**src/rtl/multicycle_controller_pkg.sv**
```systemverilog
// Shared definitions for the multicycle RV32I control path: opcodes, ALU
// operation codes, datapath mux selects and the controller FSM state encoding.
// Optional build macro: MULTICYCLE_BNE_EN (adds BNE to the branch state).
package pa_riscv;

    // Opcodes handled by the controller
    localparam logic [6:0] LOAD       = 7'b0000011;
    localparam logic [6:0] STORE      = 7'b0100011;
    localparam logic [6:0] R_TYPE     = 7'b0110011;
    localparam logic [6:0] I_TYPE_ALU = 7'b0010011;
    localparam logic [6:0] BRANCH     = 7'b1100011;
    localparam logic [6:0] JAL        = 7'b1101111;

    // ALU operation codes, {funct7bit5, funct3}
    localparam logic [3:0] ADD = 4'b0000;
    localparam logic [3:0] SUB = 4'b1000;

    // Memory address select
    localparam logic ADR_PC     = 1'b0;
    localparam logic ADR_RESULT = 1'b1;

    // ALU input A select
    localparam logic [1:0] SRCA_PC    = 2'b00;
    localparam logic [1:0] SRCA_OLDPC = 2'b01;
    localparam logic [1:0] SRCA_RS1   = 2'b10;

    // ALU input B select
    localparam logic [1:0] SRCB_RS2  = 2'b00;
    localparam logic [1:0] SRCB_IMM  = 2'b01;
    localparam logic [1:0] SRCB_FOUR = 2'b10;

    // Result mux select
    localparam logic [1:0] RESULT_ALUOUT  = 2'b00;
    localparam logic [1:0] RESULT_MEMDATA = 2'b01;
    localparam logic [1:0] RESULT_ALU     = 2'b10;

    // Immediate format select
    localparam logic [1:0] IMM_I = 2'b00;
    localparam logic [1:0] IMM_S = 2'b01;
    localparam logic [1:0] IMM_B = 2'b10;
    localparam logic [1:0] IMM_J = 2'b11;

    // Controller FSM states
    typedef enum logic [3:0] {
        S_FETCH    = 4'd0,
        S_DECODE   = 4'd1,
        S_MEMADR   = 4'd2,
        S_MEMREAD  = 4'd3,
        S_MEMWB    = 4'd4,
        S_MEMWRITE = 4'd5,
        S_EXECUTER = 4'd6,
        S_EXECUTEI = 4'd7,
        S_ALUWB    = 4'd8,
        S_BEQ      = 4'd9,
        S_JAL      = 4'd10
    } state_e;

    // Which B-type funct3 values the branch state can resolve
    function automatic logic branch_supported(input logic [2:0] funct3);
`ifdef MULTICYCLE_BNE_EN
        return (funct3 == 3'b000) || (funct3 == 3'b001);
`else
        return (funct3 == 3'b000);
`endif
    endfunction

endpackage

```
**src/rtl/multicycle_controller_alu_decoder.sv**
```systemverilog
// ALU operation decode for the multicycle controller. Address and target
// arithmetic uses ADD, the branch compare uses SUB, and the execute states
// pass the instruction's {funct7bit5, funct3} through. For I-type, funct7bit5
// only matters for shifts-right (funct3=101), so ADDI can never turn into SUB.
module multicycle_alu_decoder
    import pa_riscv::*;
#(
    parameter int ALU_OP_W = 4
) (
    input  logic [3:0]          i_state,
    input  logic [6:0]          i_operand,
    input  logic [2:0]          i_funct3,
    input  logic                i_funct7bit5,
    output logic [ALU_OP_W-1:0] o_aluLogicOperation
);

    logic [3:0] op4;
    logic       srai_bit;

    assign srai_bit = (i_operand == I_TYPE_ALU) && (i_funct3 == 3'b101) && i_funct7bit5;

    // Select the 4-bit operation, then zero-extend to the configured width
    always_comb begin
        op4 = ADD;
        case (i_state)
            S_EXECUTER: op4 = {i_funct7bit5, i_funct3};
            S_EXECUTEI: op4 = {srai_bit, i_funct3};
            S_BEQ:      op4 = SUB;
            default:    op4 = ADD;
        endcase
        o_aluLogicOperation      = '0;
        o_aluLogicOperation[3:0] = op4;
    end

endmodule

```
**src/rtl/multicycle_controller.sv**
```systemverilog
// Multicycle RV32I control unit: a Moore FSM stepping each instruction through
// fetch, decode, execute, memory and writeback, driving all datapath selects
// and write enables. Memory states stall on i_memReady when MEM_HANDSHAKE=1.
// Optional build macro: MULTICYCLE_BNE_EN (BNE resolved in the branch state).
module multicycle_controller
    import pa_riscv::*;
#(
    parameter int ALU_OP_W      = 4,
    parameter bit MEM_HANDSHAKE = 1'b1
) (
    input  logic                i_clk,
    input  logic                i_arst_n,
    input  logic [6:0]          i_operand,
    input  logic [2:0]          i_funct3,
    input  logic                i_funct7bit5,
    input  logic                i_zeroFlag,
    input  logic                i_memReady,
    output logic                o_memReq,
    output logic                o_pcWriteEn,
    output logic                o_irWriteEn,
    output logic                o_adrSrc,
    output logic                o_memWriteEn,
    output logic                o_regWriteEn,
    output logic [1:0]          o_immSrc,
    output logic [1:0]          o_aluInputASel,
    output logic [1:0]          o_aluInputBSel,
    output logic [ALU_OP_W-1:0] o_aluLogicOperation,
    output logic [1:0]          o_resultSel,
    output logic                o_illegalInstr,
    output logic [3:0]          o_state
);

    state_e state_q, state_d;
    logic   ready;
    logic   opcode_legal;
    logic   branch_taken;

    // Raw per-state strobes, gated by reset before leaving the block
    logic mem_req, pc_we, ir_we, mem_we, reg_we, illegal;

    assign ready = MEM_HANDSHAKE ? i_memReady : 1'b1;

`ifdef MULTICYCLE_BNE_EN
    assign branch_taken = i_zeroFlag ^ i_funct3[0];
`else
    assign branch_taken = i_zeroFlag;
`endif

    // Opcodes (and branch flavours) this controller can sequence
    always_comb begin
        opcode_legal = 1'b0;
        case (i_operand)
            LOAD, STORE, R_TYPE, I_TYPE_ALU, JAL: opcode_legal = 1'b1;
            BRANCH:                               opcode_legal = branch_supported(i_funct3);
            default:                              opcode_legal = 1'b0;
        endcase
    end

    // Next-state sequencing; memory states hold until the access completes
    always_comb begin
        state_d = state_q;
        case (state_q)
            S_FETCH:    state_d = ready ? S_DECODE : S_FETCH;
            S_DECODE: begin
                state_d = S_FETCH;
                if (opcode_legal) begin
                    case (i_operand)
                        LOAD, STORE: state_d = S_MEMADR;
                        R_TYPE:      state_d = S_EXECUTER;
                        I_TYPE_ALU:  state_d = S_EXECUTEI;
                        BRANCH:      state_d = S_BEQ;
                        JAL:         state_d = S_JAL;
                        default:     state_d = S_FETCH;
                    endcase
                end
            end
            S_MEMADR:   state_d = (i_operand == STORE) ? S_MEMWRITE : S_MEMREAD;
            S_MEMREAD:  state_d = ready ? S_MEMWB : S_MEMREAD;
            S_MEMWB:    state_d = S_FETCH;
            S_MEMWRITE: state_d = ready ? S_FETCH : S_MEMWRITE;
            S_EXECUTER: state_d = S_ALUWB;
            S_EXECUTEI: state_d = S_ALUWB;
            S_ALUWB:    state_d = S_FETCH;
            S_BEQ:      state_d = S_FETCH;
            S_JAL:      state_d = S_ALUWB;
            default:    state_d = S_FETCH;
        endcase
    end

    // State register; reset abandons any instruction in flight
    always_ff @(posedge i_clk or negedge i_arst_n) begin
        if (!i_arst_n) state_q <= S_FETCH;
        else           state_q <= state_d;
    end

    // Moore outputs per state, plus the ready/zero-flag dependent strobes
    always_comb begin
        mem_req        = 1'b0;
        pc_we          = 1'b0;
        ir_we          = 1'b0;
        mem_we         = 1'b0;
        reg_we         = 1'b0;
        illegal        = 1'b0;
        o_adrSrc       = ADR_PC;
        o_aluInputASel = SRCA_PC;
        o_aluInputBSel = SRCB_RS2;
        o_resultSel    = RESULT_ALUOUT;
        case (state_q)
            S_FETCH: begin
                mem_req        = 1'b1;
                ir_we          = ready;
                pc_we          = ready;
                o_aluInputBSel = SRCB_FOUR;
                o_resultSel    = RESULT_ALU;
            end
            S_DECODE: begin
                // Branch/jump target lands in ALUOut ahead of need
                o_aluInputASel = SRCA_OLDPC;
                o_aluInputBSel = SRCB_IMM;
                illegal        = !opcode_legal;
            end
            S_MEMADR: begin
                o_aluInputASel = SRCA_RS1;
                o_aluInputBSel = SRCB_IMM;
            end
            S_MEMREAD: begin
                mem_req  = 1'b1;
                o_adrSrc = ADR_RESULT;
            end
            S_MEMWB: begin
                o_resultSel = RESULT_MEMDATA;
                reg_we      = 1'b1;
            end
            S_MEMWRITE: begin
                mem_req  = 1'b1;
                mem_we   = 1'b1;
                o_adrSrc = ADR_RESULT;
            end
            S_EXECUTER: o_aluInputASel = SRCA_RS1;
            S_EXECUTEI: begin
                o_aluInputASel = SRCA_RS1;
                o_aluInputBSel = SRCB_IMM;
            end
            S_ALUWB:    reg_we = 1'b1;
            S_BEQ: begin
                o_aluInputASel = SRCA_RS1;
                pc_we          = branch_taken;
            end
            S_JAL: begin
                // ALU produces the link address while PC takes the target
                o_aluInputASel = SRCA_OLDPC;
                o_aluInputBSel = SRCB_FOUR;
                pc_we          = 1'b1;
            end
            default: ;
        endcase
    end

    // Immediate format follows the opcode directly
    always_comb begin
        case (i_operand)
            STORE:   o_immSrc = IMM_S;
            BRANCH:  o_immSrc = IMM_B;
            JAL:     o_immSrc = IMM_J;
            default: o_immSrc = IMM_I;
        endcase
    end

    // No write or request can escape while reset is held
    assign o_memReq       = mem_req & i_arst_n;
    assign o_pcWriteEn    = pc_we   & i_arst_n;
    assign o_irWriteEn    = ir_we   & i_arst_n;
    assign o_memWriteEn   = mem_we  & i_arst_n;
    assign o_regWriteEn   = reg_we  & i_arst_n;
    assign o_illegalInstr = illegal & i_arst_n;
    assign o_state        = state_q;

    multicycle_alu_decoder #(
        .ALU_OP_W (ALU_OP_W)
    ) u_alu_dec (
        .i_state             (state_q),
        .i_operand           (i_operand),
        .i_funct3            (i_funct3),
        .i_funct7bit5        (i_funct7bit5),
        .o_aluLogicOperation (o_aluLogicOperation)
    );

endmodule

```
**config.mk**
```make
export PLATFORM = sky130hd
export DESIGN_NAME = multicycle_controller
export DESIGN_NICKNAME = d
export VERILOG_FILES = /design/src/rtl/multicycle_controller_pkg.sv /design/src/rtl/multicycle_controller_alu_decoder.sv /design/src/rtl/multicycle_controller.sv
export SDC_FILE = /design/constraint.sdc
export NUM_CORES = 1
export LEC_CHECK = 0
export BUFFER_PORTS_ARGS = -buffer_cell sky130_fd_sc_hd__clkbuf_2
export CORE_MARGIN = 2
export CORE_UTILIZATION = 47
export DETAILED_ROUTE_END_ITERATION = 16
export PLACE_DENSITY = 0.84
export SYNTH_ARGS = -nofsm -noshare
export SYNTH_HDL_FRONTEND = slang
export SYNTH_SLANG_ARGS = --single-unit
```
**constraint.sdc**
```tcl
create_clock -name i_clk -period 2.42 [get_ports i_clk]
set_input_delay 0.363 -clock i_clk [delete_from_list [all_inputs] [get_ports i_clk]]
set_output_delay 0.363 -clock i_clk [all_outputs]
set_load 0.01 [all_outputs]
```
# == After elaboration in Yosys (flattened, before gate mapping) ==
# Index checks and enable logic that the tools add are counted.
# totals
ff_bits,4
in_bits,15
# op_classes
eq_ne,17
mux,20
bitwise_logic,6
n_reduce_logical,15
# ops
op,n
$pmux W4 S6,1
$pmux W4 S5,1
$eq A4 B3 Y1 const B,4
$eq A7 B6 Y1 const B,2
$eq A7 B7 Y1 const B,2
$eq A4 B4 Y1 const B,3
$pmux W2 S2,3
$pmux W4 S3,1
$reduce_or A2 Y1,5
$mux W3,3
$reduce_or A3 Y1,3
$eq A4 B2 Y1 const B,2
$eq A7 B2 Y1 const B,1
$eq A7 B5 Y1 const B,1
$mux W1,7
$and A1 B1 Y1,6
$pmux W2 S3,1
$reduce_or A5 Y1,1
$eq A4 B1 Y1 const B,1
$logic_not A4 Y1,1
$mux W4,1
$reduce_or A4 Y1,1
$eq A3 B3 Y1 const B,1
$logic_not A3 Y1,1
4 further kinds,5

# == Longest topological paths before layout ==
# Gate-level depths: netlist of the first run.
# logic_depth
depth_word,6
ltp_mapped,5

# == By module ==
# A second synthesis of the first run with hierarchy kept.
# hier_totals
cells_unflattened,88
hier_area_um2,649.4
# modules_own_cells
mod,instances,cells_per_inst,area_per_inst_um2,seq_area_each_um2
multicycle_controller,1,78,566.8,100.1
multicycle_alu_decoder,1,10,82.6,0.0

# == Worst setup path before layout of the first run ==
# No wires, ideal clock.
# synth_timing
path_type,reg2out
startpoint,"reg state_q[3], in the netlist o_state[3]"
endpoint,out o_pcWriteEn
arrival_ps,1304
path_slack_ps,753
path_stages_with_launch,5
cell_sequence,dfrtp_1 > buf_2 > or3b_1 > a21o_1 > a21oi_1
# synth_between
elab_chain_len,3
elab_cells_between_ends,5
classes_between,eq/ne (2); mux (1); bitwise (1); reduce/logical (1)
# synth_rtl
element,line_no,rtl
from (decl),multicycle_controller.sv:33,"state_e state_q, state_d;"
from (signal assigned),multicycle_controller.sv:93,else state_q <= state_d;
$eq A4 B4 Y1 or $logic_not A4 Y1 (tied branches),multicycle_controller.sv:108,case (state_q)
$pmux W1 S3 *,multicycle_controller.sv:108,
$and A1 B1 Y1 *,multicycle_controller.sv:171,assign o_pcWriteEn = pc_we & i_arst_n;
to (decl),multicycle_controller.sv:19,"output logic o_pcWriteEn,"
# Mark *: on every way between the ends. The rest lies on a longest branch, timed or not.

# == Worst setup path in the final report of the first run ==
# layout_timing
startpoint,"reg state_q[2], in the netlist o_state[2]"
endpoint,out o_aluLogicOperation[3]
# layout_between
elab_chain_len,2
elab_cells_between_ends,4
classes_between,eq/ne (3); mux (1)
# layout_rtl
element,line_no,rtl
$eq A4 B4 Y1 or $eq A4 B3 Y1 (tied branches),multicycle_controller_alu_decoder.sv:25,case (i_state)
$pmux W4 S3 *,multicycle_controller_alu_decoder.sv:25,
to (decl),multicycle_controller.sv:27,"output logic [ALU_OP_W-1:0] o_aluLogicOperation,"
# Marks and branches as above.

==> metrics.txt, run 1 <==
Synth Cell Area 690.7 µm²; Antenna Nets Post-Route 0; Max Clock Freq around 0.46 GHz; DR iter-0 viols 22; worst slew pin tran 0.7080 ns; area of the multi-input gates ~540 µm²; Top Ports 38; Pwr per Cell Area 381.9 nW/µm²; LEAKAGE between 0.4 and 0.5 nW; setup TNS 0 ns; Min Hold Slack 0.4736 ns; clk_lat worst skew 0.26 ns; max-slew headroom at the worst pin 52.80%; routed length per placed instance 13.61 µm; drt total wl roughly 1900 µm; syn_nets 108; Rows 13; met2 wire len 934 µm; CTS clk-pin slew, worst paths 0.05 ns; die width 42.34 µm; FILL cells approximately 140; design area 892.1 µm²; instance count of the mapped netlist 93; worst path required time approximately 2 ns; Area Growth Syn to Fin 29.17%; path type of the worst setup path flop to output pin; dominant cell type by area after synthesis dfrtp_1; run status completed; hold crit path type input pin to async pin; minimum clock period 2.161 ns; Area contributors post-synth dfrtp_1 14%, a21oi_1 5.1%, and3_1 4.5%, nor2b_1 4.5%, nor3b_1 4.3%; CORE AREA 1334 µm²; Final setup viols 0; RSZ-0062 raised after global routing no; Placed Cells 139; placed inst area between 800 and 900 µm²; Final Hold Viols 0; Diodes inserted 0; Starting Density 51.78%; iteration count of the initial detailed-routing pass 4; CTS tree yes; Arrival @ worst endpoint ~1.8 ns; Max-Cap Viols 0; vias 842; vias in the first global route 727; number of flops mapped to enable cells by yosys 0; Setup Skew between 0.015 and 0.02 ns; ys flop type dfrtp_1; root buffer cell clkbuf_4; met3 WL between 100 and 150 µm; clock sink count 4; peak supply drop 0.2846 mV; first-pass GRT wire length 3208 µm; Final Instance Count excl. Fillers 143; setup bufs post-CTS 0; Slowest cell on crit path dfrtp_1; Die Height 42.34 µm; Worst path max stage delay 0.69 ns; Synth Warn # 0; total CTS buffers 3; ys async rst share 100.0%; CP Launch Type flop; max reg flops 4; crit-path cells nor2b_1 > nand3_1 > o21ai_0 > clkbuf_2; M1 WL 857 µm; Max Buffers Root-to-Sink 2; Sequential Area ~100 µm²; port bufs 37; vias per inst 5.888; top-area cell type share of the netlist area ~14%; largest net degree at the start of global routing 22; Nets 145; grt ovf 0; pre-CTS setup slack 0.5233 ns; Setup crit end kind output pin; die area 1792 µm²; Placer Congestion 0.8557; total track usage 22.82%; number of remaining DRC errors 0; proportion of layout cells with a drive suffix above 1 approximately a third; syn_area_per_cell 7.426 µm²; synthesis-stage register bit count 4; initial antenna violation count 0; DR top layer met4; fraction of the cycle the final worst path needs approximately 90%; DP Wirelength 1500 µm; H-tree levels 1; Yosys cell types 41; Setup WS post-layout 0.2593 ns; Critical Path Fanout Max 16; register area share after synthesis 14.49%; Slew Viols, Final 0
## final timing paths
path	from	to	slack, ns	depth (start not counted)
setup / recovery	o_state[2]	o_aluLogicOperation[3]	0.26	4
hold reg to reg	o_state[3]	o_state[0]	0.65	1
min in group i_clk	i_operand[2]	o_state[0]	0.49	3
hold / removal	i_arst_n	o_state[0]	0.47	2
setup reg to reg	o_state[1]	o_state[2]	0.73	3
max in group asynchronous	i_arst_n	o_state[3]	1.76	2
## cells in the mapped netlist, types with 3 or more instances
cell type	number
o21ai_0	3
nor2_1	5
nand2_1	7
and3_1	5
nor3_1	3
and2_1	3
nor2b_1	5
buf_2	4
nor3b_1	4
nand2b_1	3
a21oi_1	7
dfrtp_1	4
nand3_1	4
## stage by stage
stage	power, mW	util (%)
floorplan	0.1925	-
CTS	0.3411	66.89
detailed placement	0.2470	64.45
global route	0.3664	66.89
global placement	0.2406	64.45
finish	0.3407	66.89
## placed cells by master (no fill, tap or decap), types with 2 or more instances in the layout
master / count
nand2b_1: 3
o21ai_0: 3
nor2b_1: 5
nand3_1: 4
clkbuf_4: 3
xor2_1: 2
clkbuf_2: 37
nor3b_1: 4
and3_1: 5
xnor2_1: 2
or3b_1: 2
and2_1: 3
inv_1: 2
nor2_1: 5
o31ai_1: 2
dfrtp_1: 4
nor3_1: 3
o2111a_1: 2
a21oi_1: 7
or2_2: 2
nand2_1: 7
mux2i_1: 2
## worst max-delay path: cells and delay by family (launching register included)
kind,cells,cell delay (ns)
AND/OR/NAND/NOR,2,0.51
buffers and inverters,1,0.15
flip-flops,1,0.69
AO/OA/AOI/OAI,1,0.19
## cell families (layout without fill, tap and decap cells)
family / Yosys count / count (layout) / share of synthesized area [%]
and+or+nand+nor: 51 / 51 / 46.20
AOI/OAI and AO/OA: 23 / 23 / 24.09
buffers and inverters: 9 / 44 / 7.247
xor gates and xnor gates: 4 / 4 / 5.073
DFF: 4 / 4 / 14.49
muxes: 2 / 2 / 2.899
## per-layer routing
layer | global-route usage (%) | up-vias
met1 | 29.90 | 384
li1 | - | 418
met2 | 36.92 | 38
met3 | 2.155 | 2
met5 | 0 | -
met4 | 11.25 | 0
## timing repair
| action | in CTS | in global routing |
|---|---|---|
| gates resized for setup | 0 | 0 |
| hold buffers | 1 | 0 |
| hold endpoints to repair | 4 | 0 |
| endpoints found under the setup margin | 0 | 0 |
## final cells by class
| type | instances | area share, % |
|---|---|---|
| inverters | 2 | 0.8415 |
| flip-flops and latches | 4 | 11.22 |
| clock buffers | 3 | 2.525 |
| multi-input cells | 80 | 60.59 |
| well taps | 15 | 2.104 |
| repair buffers | 39 | 22.72 |
## report_power, final
| part | internal, mW | total (mW) | switching [mW] |
|---|---|---|---|
| logic | 0.0736 | 0.155 | 0.0819 |
| registers | 0.0713 | 0.0938 | 0.0225 |
| clock network | 0.0560 | 0.0915 | 0.0355 |
No activity file was read; power rests on OpenSTA's default activity.
==> run 2, diff against run 1 <==
--- a/config.mk
+++ b/config.mk
@@ -7,9 +7,10 @@
 export LEC_CHECK = 0
 export BUFFER_PORTS_ARGS = -buffer_cell sky130_fd_sc_hd__clkbuf_2
 export CORE_MARGIN = 2
-export CORE_UTILIZATION = 47
+export CORE_UTILIZATION = 46
 export DETAILED_ROUTE_END_ITERATION = 16
 export PLACE_DENSITY = 0.84
 export SYNTH_ARGS = -nofsm -noshare
 export SYNTH_HDL_FRONTEND = slang
+export SYNTH_HIERARCHICAL = 1
 export SYNTH_SLANG_ARGS = --single-unit
==> run 2 against run 1 <==
- sequential share of layout area rose by 0.26 points
- non-clock buffer count unchanged
- via count down 4.6%
- worst hold slack better by 0.025 ns
- die area shrank 3.6%
- critical path type unchanged
- critical endpoint is now o_pcWriteEn
==> metrics.txt, run 2 <==
Flop pwr share 20.6% (-6.9 points); Setup WS post-layout 0.3223 ns (+0.06305 ns); Placer Congestion 0.9138 (+6.8%); Commonest cells post-synth 13 x nor2_1, 7 x a21oi_1, 6 x nand2_1; Yosys cell types 38 (-7.3%); instance count of the mapped netlist 88 (-5.4%); root buffer cell clkbuf_4; vias in the first global route 690 (-5.1%); Critical Path Fanout Max 19 (+3); placed inst area 839.6 µm² (-2.3%); proportion of layout cells with a drive suffix above 1 36.80% (+1.6 points); Slew Viols, Final 0 (unchanged); ys flop type dfrtp_1; die width 41.57 µm (-1.8%); clock sink count 4 (unchanged); met2 Use GR 38.75% (+1.8 points); Max Clock Freq 0.4767 GHz (+3.0%); Logic pwr share 67.4% (+22 points); Area Growth Syn to Fin 34.30%; CTS clk-pin slew, worst paths 0.04 ns (about the same); H-tree levels 1 (unchanged); Setup Skew 0.0001485 ns (-0.01504 ns); hold crit path type input pin to async pin; setup bufs post-CTS 0 (unchanged); LEAKAGE 0.4304 nW (-4.1%); Slowest cell on crit path dfrtp_1; crit-path cells nor2b_1 > nand3_1 > o21ai_0 > and3b_1 > clkbuf_2; top-area cell type share of the netlist area 15.41% (+0.92 points); max reg flops 4 (unchanged); Rows 13 (unchanged); dominant cell type by area after synthesis dfrtp_1; commonest non-fill, non-tap cell in the layout clkbuf_2; count of hold-fix buffers inserted at cts 1 (unchanged); design area 872.1 µm² (-2.2%); Top Ports 38 (unchanged); DR iter-0 viols 28 (+27%); total CTS buffers 3 (unchanged); clock share of power 12.1% (-15 points); Arrival @ worst endpoint 1.73 ns (-0.07 ns); Starting Density 49.29% (-2.5 points); Setup crit end kind output pin; met1 Use GR 28.34% (-1.6 points); syn_nets 103 (-4.6%); setup TNS 0 ns (unchanged); port bufs 37 (unchanged); clk_lat worst skew 0.23 ns (-0.03 ns); minimum clock period 2.098 ns (-0.06305 ns); Synth Cell Area 649.4 µm² (-6.0%); vias per inst 5.736 (-2.6%); max-slew headroom at the worst pin 63.53% (+11 points); first-pass GRT wire length 3125 µm (-2.6%); largest net degree at the start of global routing 20 (-9.1%); Gates resized, CTS repair 0 (unchanged); Area contributors post-synth dfrtp_1 15%, nor2_1 7.5%, a21oi_1 5.4%, o41ai_2 5.0%, nand4bb_4 4.2%; Min Hold Slack 0.4983 ns (+0.02469 ns); path type of the worst setup path flop to output pin; iteration count of the initial detailed-routing pass 4 (unchanged); fraction of the cycle the final worst path needs 86.68% (-2.6 points); worst path required time 2.06 ns (about the same); number of flops mapped to enable cells by yosys 0 (unchanged); RSZ-0062 raised after global routing no; Synth Warn # 6 (+6); Die Height 41.57 µm (-1.8%); met3 Use GR 3.043% (+0.89 points); CP Buf/Inv Count 1 (unchanged); CP Launch Type flop; Final Hold Viols 0 (unchanged); grt ovf 0 (unchanged); syn_area_per_cell 7.379 µm² (-0.64%); initial antenna violation count 0 (unchanged); commonest non-fill, non-tap cells in the layout 37 x clkbuf_2, 13 x nor2_1, 7 x a21oi_1, 6 x nand2_1; total track usage 22.45% (-0.37 points); vias 803 (-4.6%); run status completed; internal power 0.3375 mW (+68%); ys async rst share 100.0% (unchanged); register area share after synthesis 15.41% (+0.92 points); routed length per placed instance 13.41 µm (-1.4%); CORE AREA 1318 µm² (-1.2%); number of remaining DRC errors 0 (unchanged); Max Buffers Root-to-Sink 2 (unchanged); P_sw 0.3217 mW (+130%); Diodes inserted 0 (unchanged); Top delay family on crit path simple AND/OR/NAND/NOR gates; Worst path max stage delay 0.57 ns (-0.12 ns); Most Crowded Layer GR met2; Nets 142 (-2.1%); Antenna Nets Post-Route 0 (unchanged); pre-CTS setup slack 0.5412 ns (+0.01784 ns); synthesis-stage register bit count 4 (unchanged); Final setup viols 0 (unchanged); DP Wirelength 1457 µm (-2.9%); top-count cell post-synth nor2_1; Max-Cap Viols 0 (unchanged); worst slew pin tran 0.5471 ns (-0.1609 ns); Pwr per Cell Area 755.9 nW/µm² (+98%); switching portion of total power 48.80% (+7.8 points); peak supply drop 0.4543 mV (+60%); die area 1728 µm² (-3.6%); CTS tree yes; drt total wl 1878 µm (-3.5%)
run 2: final cells by class:
type                       count  area, µm²
inverter                       2      7.507
clock buffer                   3      22.52
fill                         114      445.4
tap                           15      18.77
multi-input combinational     77      520.5
timing repair buffer          39      202.7
sequential                     4      100.1
run 2: logic make-up (layout without fill, tap and decap cells):
| kind of cell | Yosys count | in the layout | synth area share (%) |
|---|---|---|---|
| and+or+nand+nor | 52 | 52 | 51.45 |
| xor gates and xnor gates | 2 | 2 | 2.698 |
| muxes | 2 | 2 | 3.083 |
| buffers and inverters | 7 | 44 | 4.432 |
| AOI/OAI and AO/OA | 21 | 21 | 22.93 |
| DFF | 4 | 4 | 15.41 |
run 2: per-layer routing:
layer | share of wire (%) | vias to the layer above
met5 | 0 | -
met2 | 51 | 27
met4 | 0.27 | 0
met3 | 3.2 | 2
li1 | - | 406
met1 | 45 | 368
run 2: power groups by stage:
stage / Sequential, mW / Combinational, mW / Clock (mW)
final: 0.135 / 0.444 / 0.0796
after global routing: 0.141 / 0.494 / 0.0875
after CTS: 0.133 / 0.446 / 0.0840
after detailed placement: 0.133 / 0.443 / 0
after global placement: 0.133 / 0.431 / 0
after floorplan: 0.115 / 0.311 / 0
run 2: stage by stage:
stage | cells | total power [mW] | util [%]
after floorplan | 88 | 0.4259 | -
after global placement | 136 | 0.5636 | 63.72
after detailed placement | 136 | 0.5767 | 63.72
after CTS | 140 | 0.6637 | 66.19
after global routing | 140 | 0.7225 | 66.19
final | 140 | 0.6592 | 66.19
run 2: path summary, 6_finish.rpt:
path | startpoint | endpoint | slack (ns) | depth (start not counted)
max in group asynchronous | i_arst_n | o_state[2] | 1.76 | 2
worst max register to register | o_state[1] | o_state[0] | 0.87 | 4
worst min-delay path | i_arst_n | o_state[3] | 0.50 | 2
worst max-delay path | o_state[1] | o_pcWriteEn | 0.32 | 5
worst min register to register | o_state[0] | o_state[0] | 0.78 | 3
min in group i_clk | i_operand[6] | o_state[2] | 0.54 | 4
run 2: worst register-to-register path: cells and delay by family, from the launching register on:
family / cells / cell delay (ns)
and+or+nand+nor: 2 / 0.34
AOI/OAI and AO/OA: 2 / 0.41
DFF: 1 / 0.68
